File: src/rtl/calc_arbiter.sv
// calc_arbiter: two-requester round-robin front end for a shared multi-cycle
// calculator. A winner's operands are latched at grant. The calculator is then
// started, its result is captured, and the winner gets a one-cycle done pulse.
// Build option: define CALC_ARB_TIMEOUT_EN to bound the calculator wait with a
// TIMEOUT-cycle watchdog that reports err_o. Without it, err_o is tied low and
// the wait is unbounded.
module calc_arbiter #(
    parameter int WIDTH   = 8,
    parameter int TIMEOUT = 64
) (
    input  logic                 clock_i,
    input  logic                 reset_i,
    input  logic [1:0]           req_i,
    input  logic [WIDTH-1:0]     a0_i,
    input  logic [WIDTH-1:0]     b0_i,
    input  logic [1:0]           fct0_i,
    input  logic [WIDTH-1:0]     a1_i,
    input  logic [WIDTH-1:0]     b1_i,
    input  logic [1:0]           fct1_i,
    output logic [1:0]           gnt_o,
    output logic [1:0]           done_o,
    output logic                 err_o,
    output logic [2*WIDTH-1:0]   res_o,
    output logic [2*WIDTH-1:0]   rem_o,
    output logic                 calc_start_o,
    output logic [WIDTH-1:0]     calc_a_o,
    output logic [WIDTH-1:0]     calc_b_o,
    output logic [1:0]           calc_fct_o,
    input  logic                 calc_done_i,
    input  logic [2*WIDTH-1:0]   calc_res_i,
    input  logic [2*WIDTH-1:0]   calc_rem_i
);

    localparam int RW = 2 * WIDTH;

    typedef enum logic [1:0] {
        IDLE  = 2'd0,
        ISSUE = 2'd1,
        WAIT  = 2'd2,
        RESP  = 2'd3
    } state_t;

    state_t           state_q, state_d;
    logic             ptr_q, ptr_d;
    logic [1:0]       gnt_q, gnt_d;
    logic [1:0]       done_q, done_d;
    logic             start_q, start_d;
    logic [WIDTH-1:0] a_q, a_d;
    logic [WIDTH-1:0] b_q, b_d;
    logic [1:0]       fct_q, fct_d;
    logic [RW-1:0]    res_q, res_d;
    logic [RW-1:0]    rem_q, rem_d;
    logic             win_s;

`ifdef CALC_ARB_TIMEOUT_EN
    localparam int CNT_W = $clog2(TIMEOUT + 1);
    logic [CNT_W-1:0] cnt_q, cnt_d;
    logic             err_q, err_d;
    logic             timeout_s;

    // Watchdog expiry: this is the last WAIT cycle allowed before giving up.
    always_comb begin
        timeout_s = (cnt_q == CNT_W'(TIMEOUT - 1));
    end
`else
    // TIMEOUT only shapes the watchdog variant; this empty check keeps it referenced.
    if (TIMEOUT < 1) begin : g_timeout_cfg_unused
    end
`endif

    // Round-robin winner: pointer side on contention, otherwise the lone requester.
    always_comb begin
        if (req_i == 2'b11) begin
            win_s = ptr_q;
        end else begin
            win_s = req_i[1];
        end
    end

    // Next-state and next-output logic for the IDLE/ISSUE/WAIT/RESP sequence.
    always_comb begin
        state_d = state_q;
        ptr_d   = ptr_q;
        gnt_d   = gnt_q;
        done_d  = 2'b00;
        start_d = 1'b0;
        a_d     = a_q;
        b_d     = b_q;
        fct_d   = fct_q;
        res_d   = res_q;
        rem_d   = rem_q;
`ifdef CALC_ARB_TIMEOUT_EN
        cnt_d   = cnt_q;
        err_d   = 1'b0;
`endif
        case (state_q)
            IDLE: begin
                if (req_i != 2'b00) begin
                    gnt_d   = win_s ? 2'b10 : 2'b01;
                    ptr_d   = ~win_s;
                    a_d     = win_s ? a1_i   : a0_i;
                    b_d     = win_s ? b1_i   : b0_i;
                    fct_d   = win_s ? fct1_i : fct0_i;
                    start_d = 1'b1;
                    state_d = ISSUE;
                end else begin
                    state_d = IDLE;
                end
            end
            ISSUE: begin
`ifdef CALC_ARB_TIMEOUT_EN
                cnt_d   = '0;
`endif
                state_d = WAIT;
            end
            WAIT: begin
                if (calc_done_i) begin
                    res_d   = calc_res_i;
                    rem_d   = calc_rem_i;
                    done_d  = gnt_q;
                    state_d = RESP;
                end
`ifdef CALC_ARB_TIMEOUT_EN
                else if (timeout_s) begin
                    done_d  = gnt_q;
                    err_d   = 1'b1;
                    state_d = RESP;
                end else begin
                    cnt_d   = cnt_q + CNT_W'(1);
                    state_d = WAIT;
                end
`else
                else begin
                    state_d = WAIT;
                end
`endif
            end
            RESP: begin
                gnt_d   = 2'b00;
                state_d = IDLE;
            end
            default: begin
                gnt_d   = 2'b00;
                state_d = IDLE;
            end
        endcase
    end

    // State and registered outputs; reset abandons any operation in flight.
    always_ff @(posedge clock_i or negedge reset_i) begin
        if (!reset_i) begin
            state_q <= IDLE;
            ptr_q   <= 1'b0;
            gnt_q   <= 2'b00;
            done_q  <= 2'b00;
            start_q <= 1'b0;
            a_q     <= '0;
            b_q     <= '0;
            fct_q   <= 2'b00;
            res_q   <= '0;
            rem_q   <= '0;
`ifdef CALC_ARB_TIMEOUT_EN
            cnt_q   <= '0;
            err_q   <= 1'b0;
`endif
        end else begin
            state_q <= state_d;
            ptr_q   <= ptr_d;
            gnt_q   <= gnt_d;
            done_q  <= done_d;
            start_q <= start_d;
            a_q     <= a_d;
            b_q     <= b_d;
            fct_q   <= fct_d;
            res_q   <= res_d;
            rem_q   <= rem_d;
`ifdef CALC_ARB_TIMEOUT_EN
            cnt_q   <= cnt_d;
            err_q   <= err_d;
`endif
        end
    end

    assign gnt_o        = gnt_q;
    assign done_o       = done_q;
    assign calc_start_o = start_q;
    assign calc_a_o     = a_q;
    assign calc_b_o     = b_q;
    assign calc_fct_o   = fct_q;
    assign res_o        = res_q;
    assign rem_o        = rem_q;
`ifdef CALC_ARB_TIMEOUT_EN
    assign err_o        = err_q;
`else
    assign err_o        = 1'b0;
`endif

endmodule
File: config.mk
export PLATFORM = sky130hd
export DESIGN_NAME = calc_arbiter
export DESIGN_NICKNAME = d
export VERILOG_FILES = /design/src/rtl/calc_arbiter.sv
export SDC_FILE = /design/constraint.sdc
export NUM_CORES = 1
export LEC_CHECK = 0
export CAP_MARGIN = 20
export CORE_AREA = 2 2 80 82
export CTS_BUF_LIST = sky130_fd_sc_hd__clkbuf_4
export CTS_CLUSTER_SIZE = 8
export DETAILED_ROUTE_END_ITERATION = 10
export DIE_AREA = 0 0 82 84
export PLACE_DENSITY = 0.81
export SLEW_MARGIN = 20
export SYNTH_ARGS = -nofsm -noshare
export SYNTH_HDL_FRONTEND = slang
export SYNTH_SLANG_ARGS = --single-unit
File: constraint.sdc
create_clock -name clock_i -period 1.92 [get_ports clock_i]
set_input_delay 0.384 -clock clock_i [delete_from_list [all_inputs] [get_ports clock_i]]
set_output_delay 0.384 -clock clock_i [all_outputs]
set_load 0.005 [all_outputs]
==> impl_metrics.py <==
metrics = {
    "yosys": {
        "synthesis.nets": 235,
        "async_flop_share_pct": 100,
        "yosysWarnings": 0,
        "yosys.area.top_type": "dfrtp_1",
        "synthFlopType": "dfrtp_1",
        "synth.top_cell.area_share_pct": 61.8,
        "syn_avg_cell_area_sq_um": 14.8,
        "synth_commonest_cells": "58 x dfrtp_1, 32 x mux2_2, 18 x a221o_1, 13 x and2_0, 7 x and2_2",
        "yosysSeqAreaShare_pct": 61.8,
        "synthCells": 159,
        "synth_area_sq_mm": 0.00235,
        "synth_most_common_cell": "dfrtp_1",
        "synth-edff-count": 0,
        "synth.area.top_cells": "dfrtp_1 62%, mux2_2 15%, a221o_1 7.7%",
        "ys_types": 21,
        "ys_seq_elements": 58,
    },
    "placed_design": {
        "dp_cells": 363,
        "place_area_sq_mm": 0.00374,
        "place_congestion": 0.727,
        "place.port_buffers": 127,
        "dp_slack_ns": 0.0787,
        "hpwl_um": 4220,
    },
    "worst_hold_path": {
        "hp-class": "reg2reg",
    },
    "timing": {
        "finalSetupViolCount": 0,
        "setup_tns_ns": 0,
        "hold_viol_final": 0,
        "fmax_mhz": 589,
        "layout_min_cycle_time_ns": 1.70,
        "timing.hold.ws_ns": 0.510,
        "timing.final.ws_setup_ns": 0.223,
        "finalMaxSlewViolations": 0,
        "fin_skew_ns": 0.0135,
        "fin_crit_sh_pct": 88.4,
        "rsz0062_at_grt": "false",
    },
    "global_routing": {
        "antenna_found_initial": 0,
        "grt_use_total_pct": 16.9,
        "grt_pass1_vias": 1840,
        "overflow": 0,
        "grt_max_degree": 36,
        "grt_pass1_wl_um": 8670,
    },
    "worst_setup_path": {
        "startpoint_type": "flip-flop",
        "crit_chain": "clkdlybuf4s50_1",
        "critPathMaxFanout": 4,
        "crit_path_end_kind": "primary output",
        "crit_path_max_incr_delay_ns": 0.54,
        "crit_type": "reg2out",
        "cp_top_family": "buffers and inverters",
        "crit_arrival_ns": 1.31,
        "critPathRequiredTime_ns": 1.54,
        "crit_buf_inv": 1,
        "crit_path_top_delay_cell": "clkdlybuf4s50_1",
    },
    "clocking": {
        "clock_sinks": 58,
        "clk-insertion-delay-late_ns": 0.38,
        "tritoncts.num_buffers": 9,
        "clock_path_buffers": 2,
        "cts-root-buf": "clkbuf_4",
        "cts.clk_slew.worst_paths_ns": 0.09,
        "cts_resized": 0,
        "htree_levels": 3,
        "cts_tree": "yes",
    },
    "flow_run": {
        "drv_cap": 0,
    },
    "drt": {
        "met3_wirelength_um": 572,
        "drtIter0Drc": 66,
        "routed.top_layer": "met4",
        "route.met2.wl_um": 2680,
        "vias": 1836,
        "route.detailed.drc": 0,
        "ant_nets": 0,
        "wl_um": 5630,
        "routed_via_density": 4.83,
        "wl_met1_um": 2290,
        "post_drt_wl_per_cell_um": 14.8,
        "drt-pass1-iter-count": 4,
    },
    "die": {
        "die_w_um": 82,
        "core_area_sq_mm": 0.00610,
        "start_util_pct": 38.5,
        "fp-row-count": 29,
        "die_h_um": 84,
        "dieArea_sq_mm": 0.00689,
        "ios": 129,
    },
    "power_and_ir_drop": {
        "combPwrFrac_pct": 44.2,
        "seqPwrFrac_pct": 35.3,
        "ir_drop_v": 0.000720,
        "power.switching_w": 0.00157,
        "p_leak_nw": 1.69,
        "internal_power_w": 0.00443,
        "p_sw_share_pct": 26.1,
        "clkPwrFrac_pct": 20.5,
        "p_per_area_mw_per_mm2": 1520,
    },
    "cells_and_area": {
        "synthToLayoutAreaGrowth_pct": 68.2,
        "final_area_sq_mm": 0.00395,
        "drive_gt1_share_pct": 22.4,
        "instances_no_fill": 380,
        "fillers": 506,
        "diodes": 0,
        "num-nets-final": 374,
    },
    "status": {
        "status": "finished clean",
    },
}
-- worst reg2reg max path: stages, from the launching register on --
cell     delay, ns
dfrtp_1       0.38
inv_1         0.08
ha_1          0.28
o21ai_2       0.09
buf_4         0.20
and2_2        0.21
a221o_1       0.26
-- routing by layer --
metal	up-vias	GRT usage [%]
met1	884	20.8
met4	0	7.73
met3	7	5.95
li1	855	-
met5	-	0
met2	90	26.3
-- cell type report --
| cell class | count | area (sq um) | share of cell area, % |
|---|---|---|---|
| Clock inverter | 6 | 129 | 3.26 |
| Multi-Input combinational cell | 88 | 817 | 20.7 |
| Inverter | 4 | 15.0 | 0.380 |
| Clock buffer | 10 | 75.1 | 1.90 |
| Timing Repair Buffer | 137 | 1370 | 34.6 |
| Tap cell | 77 | 96.3 | 2.44 |
| Sequential cell | 58 | 1450 | 36.7 |
-- cell usage in the layout (no fill, tap or decap), types with 2 or more instances in the layout --
cell type / count
and2_2: 7
mux2_2: 32
buf_12: 2
bufinv_16: 4
and3_1: 2
clkdlybuf4s50_1: 126
dfrtp_1: 58
ha_1: 3
nand3_1: 2
inv_1: 4
buf_4: 7
a221o_1: 18
nand2_1: 3
clkbuf_4: 10
and2_0: 13
-- logic make-up (layout without fill, tap and decap cells) --
kind of cell / Yosys count / count (layout) / synth area share [%]
AND/OR/NAND/NOR: 27 / 27 / 7.14
adder cells (fa/ha/maj): 3 / 3 / 1.60
other: 1 / 1 / 0.160
flip-flops: 58 / 58 / 61.8
multiplexers: 32 / 32 / 15.3
buffers and inverters: 13 / 157 / 3.46
AO/OA/AOI/OAI: 25 / 25 / 10.5
-- sequential cells by signal (all words and copies together) (netlist names) --
register,count
done_o,2
calc_b_o,8
res_o,16
calc_a_o,8
gnt_o,2
calc_start_o,1
state_q,2
ptr_q,1
calc_fct_o,2
rem_o,16
-- final timing paths --
kind                       startpoint          end  slack (ns)  depth (start not counted)
setup / recovery             gnt_o[0]     gnt_o[0]        0.22                          1
hold / removal               res_o[1]     res_o[1]        0.51                          1
setup reg to reg           state_q[0]  calc_b_o[0]        0.31                          6
hold reg to reg              res_o[1]     res_o[1]        0.51                          1
max in group asynchronous     reset_i   state_q[0]        1.04                          3
min in group asynchronous     reset_i  calc_a_o[5]        0.52                          3
-- power groups by stage --
| stage | clock [W] | combinational (W) | sequential (W) |
|---|---|---|---|
| after floorplan | 0 | 0.00110 | 0.00216 |
| after global placement | 0 | 0.00261 | 0.00212 |
| after detailed placement | 0 | 0.00270 | 0.00213 |
| after CTS | 0.00126 | 0.00270 | 0.00212 |
| after global routing | 0.00133 | 0.00287 | 0.00218 |
| final | 0.00123 | 0.00265 | 0.00211 |
-- metrics by stage --
stage	utilization, %	power, W
floorplan	-	0.00325
global placement	61.3	0.00473
detailed placement	61.3	0.00483
CTS	64.8	0.00609
global route	64.8	0.00639
finish	64.8	0.00599
-- repair_timing --
action                    CTS  global route
hold buffers                1             0
hold endpoints to repair   23             0
setup buffers               0             0
Note: power is estimated with default switching activity, not from simulation.
